===== config.mk =====
export PLATFORM = sky130hd
export DESIGN_NAME = udp_rx_packer
export DESIGN_NICKNAME = d
export VERILOG_FILES = /design/src/rtl/udp_rx_packer.sv
export SDC_FILE = /design/constraint.sdc
export NUM_CORES = 2
export LEC_CHECK = 0
export BUFFER_PORTS_ARGS = -buffer_cell sky130_fd_sc_hd__clkbuf_2
export CAP_MARGIN = 20
export CORE_AREA = 4 4 395 397
export CTS_CLUSTER_SIZE = 14
export DETAILED_ROUTE_END_ITERATION = 6
export DIE_AREA = 0 0 399 401
export PLACE_DENSITY = 0.5
export SYNTH_ARGS = -nofsm -noshare
export SYNTH_HDL_FRONTEND = slang
export SYNTH_SLANG_ARGS = --single-unit

===== constraint.sdc =====
create_clock -name rgmii_clk -period 6.3 [get_ports rgmii_clk]
set_input_delay 0.945 -clock rgmii_clk [delete_from_list [all_inputs] [get_ports rgmii_clk]]
set_output_delay 0.945 -clock rgmii_clk [all_outputs]
set_load 0.02 [all_outputs]

===== src/rtl/udp_rx_packer.sv =====
// Packs each byte-serial UDP payload burst into one wide word and holds it
// for a valid/ready consumer, flagging truncation, length mismatch and drops.
module udp_rx_packer #(
  parameter int DATA_W = 960,
  parameter int LEN_W  = 16
) (
  input  logic              rgmii_clk,
  input  logic              rstn,
  input  logic              udp_rec_data_valid,
  input  logic [7:0]        udp_rec_rdata,
  input  logic [LEN_W-1:0]  udp_rec_data_length,
  output logic              rx_pkt_valid,
  input  logic              rx_pkt_ready,
  output logic [DATA_W-1:0] rx_pkt_data,
  output logic [LEN_W-1:0]  rx_pkt_length,
  output logic              rx_pkt_trunc,
  output logic              rx_pkt_len_err,
  output logic [LEN_W-1:0]  rx_drop_cnt
);

  localparam int MAX_BYTES = DATA_W / 8;

  typedef enum logic [2:0] {
    WAIT_GAP,
    IDLE,
    COLLECT,
    HOLD,
    DROP
  } state_e;

  state_e state_q, state_d;

  // Lane MAX_BYTES-1 sits in the top byte, so byte index i lives in lane MAX_BYTES-1-i.
  logic [MAX_BYTES-1:0][7:0] data_q, data_d;
  logic [LEN_W-1:0]          cnt_q, cnt_d;
  logic [LEN_W-1:0]          len_q, len_d;
  logic [LEN_W-1:0]          olen_q, olen_d;
  logic                      trunc_q, trunc_d;
  logic                      lerr_q, lerr_d;
  logic                      valid_q, valid_d;
  logic [LEN_W-1:0]          drop_q, drop_d;

  logic [LEN_W-1:0] cnt_inc;
  logic [LEN_W-1:0] drop_inc;
  logic [LEN_W-1:0] pay_len;
  logic             len_short;
  logic             lerr_now;
  logic             trunc_now;

  assign cnt_inc   = (cnt_q == '1) ? cnt_q : cnt_q + LEN_W'(1);
  assign drop_inc  = (drop_q == '1) ? drop_q : drop_q + LEN_W'(1);
  assign pay_len   = len_q - LEN_W'(8);
  assign len_short = (len_q < LEN_W'(8));
  // Mismatch is judged on the full burst count, not the stored byte count.
  assign lerr_now  = len_short | (cnt_q != pay_len);
  assign trunc_now = (cnt_q > LEN_W'(MAX_BYTES));

  always_comb begin
    state_d = state_q;
    data_d  = data_q;
    cnt_d   = cnt_q;
    len_d   = len_q;
    olen_d  = olen_q;
    trunc_d = trunc_q;
    lerr_d  = lerr_q;
    drop_d  = drop_q;
    valid_d = valid_q & ~rx_pkt_ready;

    case (state_q)
      WAIT_GAP: begin
        if (!udp_rec_data_valid) state_d = IDLE;
      end

      IDLE: begin
        if (udp_rec_data_valid) begin
          data_d              = '0;
          data_d[MAX_BYTES-1] = udp_rec_rdata;
          cnt_d               = LEN_W'(1);
          len_d               = udp_rec_data_length;
          state_d             = COLLECT;
        end
      end

      COLLECT: begin
        if (udp_rec_data_valid) begin
          for (int i = 1; i < MAX_BYTES; i++) begin
            if (cnt_q == LEN_W'(i)) data_d[MAX_BYTES-1-i] = udp_rec_rdata;
          end
          cnt_d = cnt_inc;
        end else begin
          olen_d  = cnt_q;
          trunc_d = trunc_now;
          lerr_d  = lerr_now;
          valid_d = 1'b1;
          state_d = HOLD;
        end
      end

      HOLD: begin
        if (udp_rec_data_valid) begin
          if (rx_pkt_ready) begin
            // Handshake and a new burst in the same cycle: nothing is lost.
            data_d              = '0;
            data_d[MAX_BYTES-1] = udp_rec_rdata;
            cnt_d               = LEN_W'(1);
            len_d               = udp_rec_data_length;
            state_d             = COLLECT;
          end else begin
            drop_d  = drop_inc;
            state_d = DROP;
          end
        end else if (rx_pkt_ready) begin
          state_d = IDLE;
        end
      end

      DROP: begin
        if (!udp_rec_data_valid) state_d = valid_d ? HOLD : IDLE;
      end

      default: state_d = WAIT_GAP;
    endcase
  end

  always_ff @(posedge rgmii_clk) begin
    if (!rstn) begin
      state_q <= WAIT_GAP;
      data_q  <= '0;
      cnt_q   <= '0;
      len_q   <= '0;
      olen_q  <= '0;
      trunc_q <= 1'b0;
      lerr_q  <= 1'b0;
      valid_q <= 1'b0;
      drop_q  <= '0;
    end else begin
      state_q <= state_d;
      data_q  <= data_d;
      cnt_q   <= cnt_d;
      len_q   <= len_d;
      olen_q  <= olen_d;
      trunc_q <= trunc_d;
      lerr_q  <= lerr_d;
      valid_q <= valid_d;
      drop_q  <= drop_d;
    end
  end

  assign rx_pkt_valid   = valid_q;
  assign rx_pkt_data    = data_q;
  assign rx_pkt_length  = olen_q;
  assign rx_pkt_trunc   = trunc_q;
  assign rx_pkt_len_err = lerr_q;
  assign rx_drop_cnt    = drop_q;

endmodule


==> out/metrics.cfg <==
[outcome]
status=finished, final reports clean

[timing]
fmax_ghz=0.2491
fin_setup_tns_ps=0
rsz0062_at_grt=no
post-route-min-period_ps=4015
slew_headroom_pct=22.16
finalHoldViolCount=0
final-setup-viol-count=0
period_share_pct=63.73
worst_slew_pin_slew_ps=1168
worst_slack_ps=2285
drv_slew=0
finClkSkew_ps=46.87

[clock_network]
clkTransAtPathRegs_ps=60
h-tree-depth=3
cts_made_buffers=115
clkLatencyLatePin_ps=760
hold_buffers=0
clock-sinks=1030
clk_path_buf_depth=3
post_cts_buffers=0
cts_root_buffer=clkbuf_16
cts_tree=done
cts-resized-gates=0

[hold_path]
holdCritPathClass=in2reg
worstHoldStart=udp_rec_rdata[6]

[route]
via_per_inst=4.487
antenna_left=0
drt-initial-drc-count=2032
wl_met2_um=82490
routed_wirelength_um=170900
route.detailed.drc=0
dr_wl_met3_um=10300
wl_per_cell_um=24.73
dr.pass1.iters=7
via_count=31010
highest_layer=met4
wl_met1_um=71990

[power]
pwr-share-comb_pct=6.9
p_leak_nw=20.38
power_switching_mw=3.672
switching_share_pct=25.13
pwr-share-seq_pct=45.1
clkPwrFrac_pct=48.0
p_int_mw=10.94
powerDensity_nw_per_um2=287.9
ir_drop_mv=0.2190

[floorplan]
die_area_um2=160000
rows=143
io_pins=1023
die_y_um=401
die_width_um=399
core_um2=151900
initial_utilization_pct=26.02

[finish]
nNetsFinal=4818
drive_above_1_share_pct=29.14
syn_to_final_growth_pct=28.41
utilization_pct=33.42

[yosys]
synthAdderAreaFrac_pct=0.1899
synth_xor_area_share_pct=0.9084
syn_inst=3869
synth_top_family_by_area=multiplexers
syn_nets=3903
synth-simple-area-share_pct=14.11
ys_types=54
ys_seq_area_share_pct=52.16
synth_area_per_cell_um2=10.22
synth-edff-count=0
ys_warn_count=0
syn-cell-area_um2=39530
yosys_most_used_dff=dfxtp_1
synthMuxAreaShare_pct=24.21
ys_seq_elements=1030
async_flop_share_pct=0
synth_compound_area_share_pct=5.435

[global_routing]
grt_max_degree=201
grtUsageTotal_pct=20.56
grt_antenna_before_repair=9
grt_pass1_wl_um=238200
grt_overflow=0
grt_pass1_vias=30080

[setup_path]
crit_required_ps=6830
slowest_stage=nor3b_4
critPathLaunch=cnt_q[6]$_SDFFE_PN0P_
arrival_ps=4540
max_stage_delay_ps=1030
crit_type=reg2reg
end_kind=flop
crit_chain=nor4bb_4 > nor3b_4 > nand2_1 > a21oi_4 > mux2i_1 > nor2_1
rr_startpoint=cnt_q[6]$_SDFFE_PN0P_
start_kind=flop
crit_fanout=11

[placed_design]
io_buffer_count=1022
hpwl_um=118100
pre_cts_slack_ps=2187
place_congestion=0.7957

[run]
cap_violations=0

cell type report:
cell class,count,area (um2)
multi-input cells,2542,17830
clock buffers,174,3450
well taps,2030,2540
inverters,16,67.56
diodes,1,2.502
repair buffers,1079,5733
flip-flops and latches,1030,20620
clock inverters,39,523.0
fillers,15810,101100
routing by layer:
layer | up-vias | GRT usage [%]
met2 | 887 | 34.84
met3 | 254 | 4.731
met4 | 0 | 7.430
li1 | 14720 | -
met1 | 15150 | 25.42
met5 | - | 0
path summary, 6_finish.rpt:
| check | endpoint | slack, ps | cells after the start |
|---|---|---|---|
| setup / recovery | rx_pkt_data[115]$_SDFFE_PN0P_ | 2290 | 6 |
| hold / removal | rx_pkt_data[958]$_SDFFE_PN0P_ | 430 | 3 |
| setup reg to reg | rx_pkt_data[115]$_SDFFE_PN0P_ | 2290 | 6 |
| hold reg to reg | rx_pkt_length[4]$_SDFFE_PN0P_ | 460 | 2 |
power by group through the flow:
stage / clock, mW / combinational, mW / sequential [mW]
after floorplan: 0 / 0.609 / 6.78
after CTS: 7.21 / 1.03 / 6.59
final: 7.02 / 1.00 / 6.59
after global placement: 0 / 1.02 / 6.73
after detailed placement: 0 / 1.02 / 6.73
after global routing: 7.47 / 1.07 / 6.59
cells in the final DEF, fill, tap and decap left out, types with 13 or more instances in the layout:
cell	n
dfxtp_1	1030
clkbuf_2	1023
nor2_1	1006
mux2i_1	956
nand2_1	201
clkbuf_16	115
a21oi_4	94
a21oi_1	48
buf_4	40
clkbuf_8	35
nand3_1	32
xnor2_1	28
a21oi_2	24
clkbuf_1	24
clkinv_2	19
inv_1	15
xor2_1	13
nor3_1	13
state kept, by name, indices dropped and copies added (netlist names):
signal	cells
rx_pkt_valid	1
rx_drop_cnt	16
cnt_q	16
len_q	16
rx_pkt_trunc	1
state_q	3
rx_pkt_data	960
rx_pkt_len_err	1
rx_pkt_length	16
through the flow:
stage	std cells	area, um2	power [mW]	hold WS [ps]
finish	6911	50760	14.61	428.1
global placement	6690	46680	7.753	442.8
detailed placement	6693	46750	7.758	447.4
CTS	6906	50720	14.83	349.3
floorplan	3869	39530	7.388	449.6
global route	6911	50760	15.12	396.4
worst max-delay path, delay by kind of cell, from the launching register on:
family | cells | cell delay (ps)
and+or+nand+nor | 4 | 2220
muxes | 1 | 260
DFF | 1 | 710
AOI/OAI and AO/OA | 1 | 600
cells in the mapped netlist (all sizes together) (2+ instances only):
cell,number,area (um2)
dfxtp,1030,20620
nor2,1006,3776
mux2i,956,9569
nand2,201,754.5
clkbuf,167,626.9
a21oi,166,1957
buf,114,494.2
nand3,32,160.2
xnor2,28,245.2
and2,19,118.9
nor3,17,112.6
inv,16,60.06
xor2,13,113.9
o21ai,11,55.05
or3,8,50.05
nor3b,7,108.9
nor4b,7,136.4
ha,6,75.07
nand3b,6,45.04
nor4,6,37.54
nand4,5,31.28
nor4bb,5,50.05
and3,4,25.02
nand2b,4,25.02
nor2b,4,25.02
or4b,4,40.04
a31oi,3,18.77
or4,3,22.52
a211oi,2,15.01
a22oi,2,15.01
and4,2,17.52
nand4b,2,17.52
or2,2,12.51
cell families (layout without fill, tap and decap cells):
| kind of cell | count (synthesis) | after routing |
|---|---|---|
| mux | 956 | 956 |
| flops | 1030 | 1030 |
| simple gates | 1345 | 1345 |
| xor+xnor | 41 | 41 |
| other cells | 0 | 1 |
| compound gates | 194 | 194 |
| fa+ha+maj | 6 | 6 |
| buf+inv | 297 | 1308 |
No activity file was read; power rests on OpenSTA's default activity.
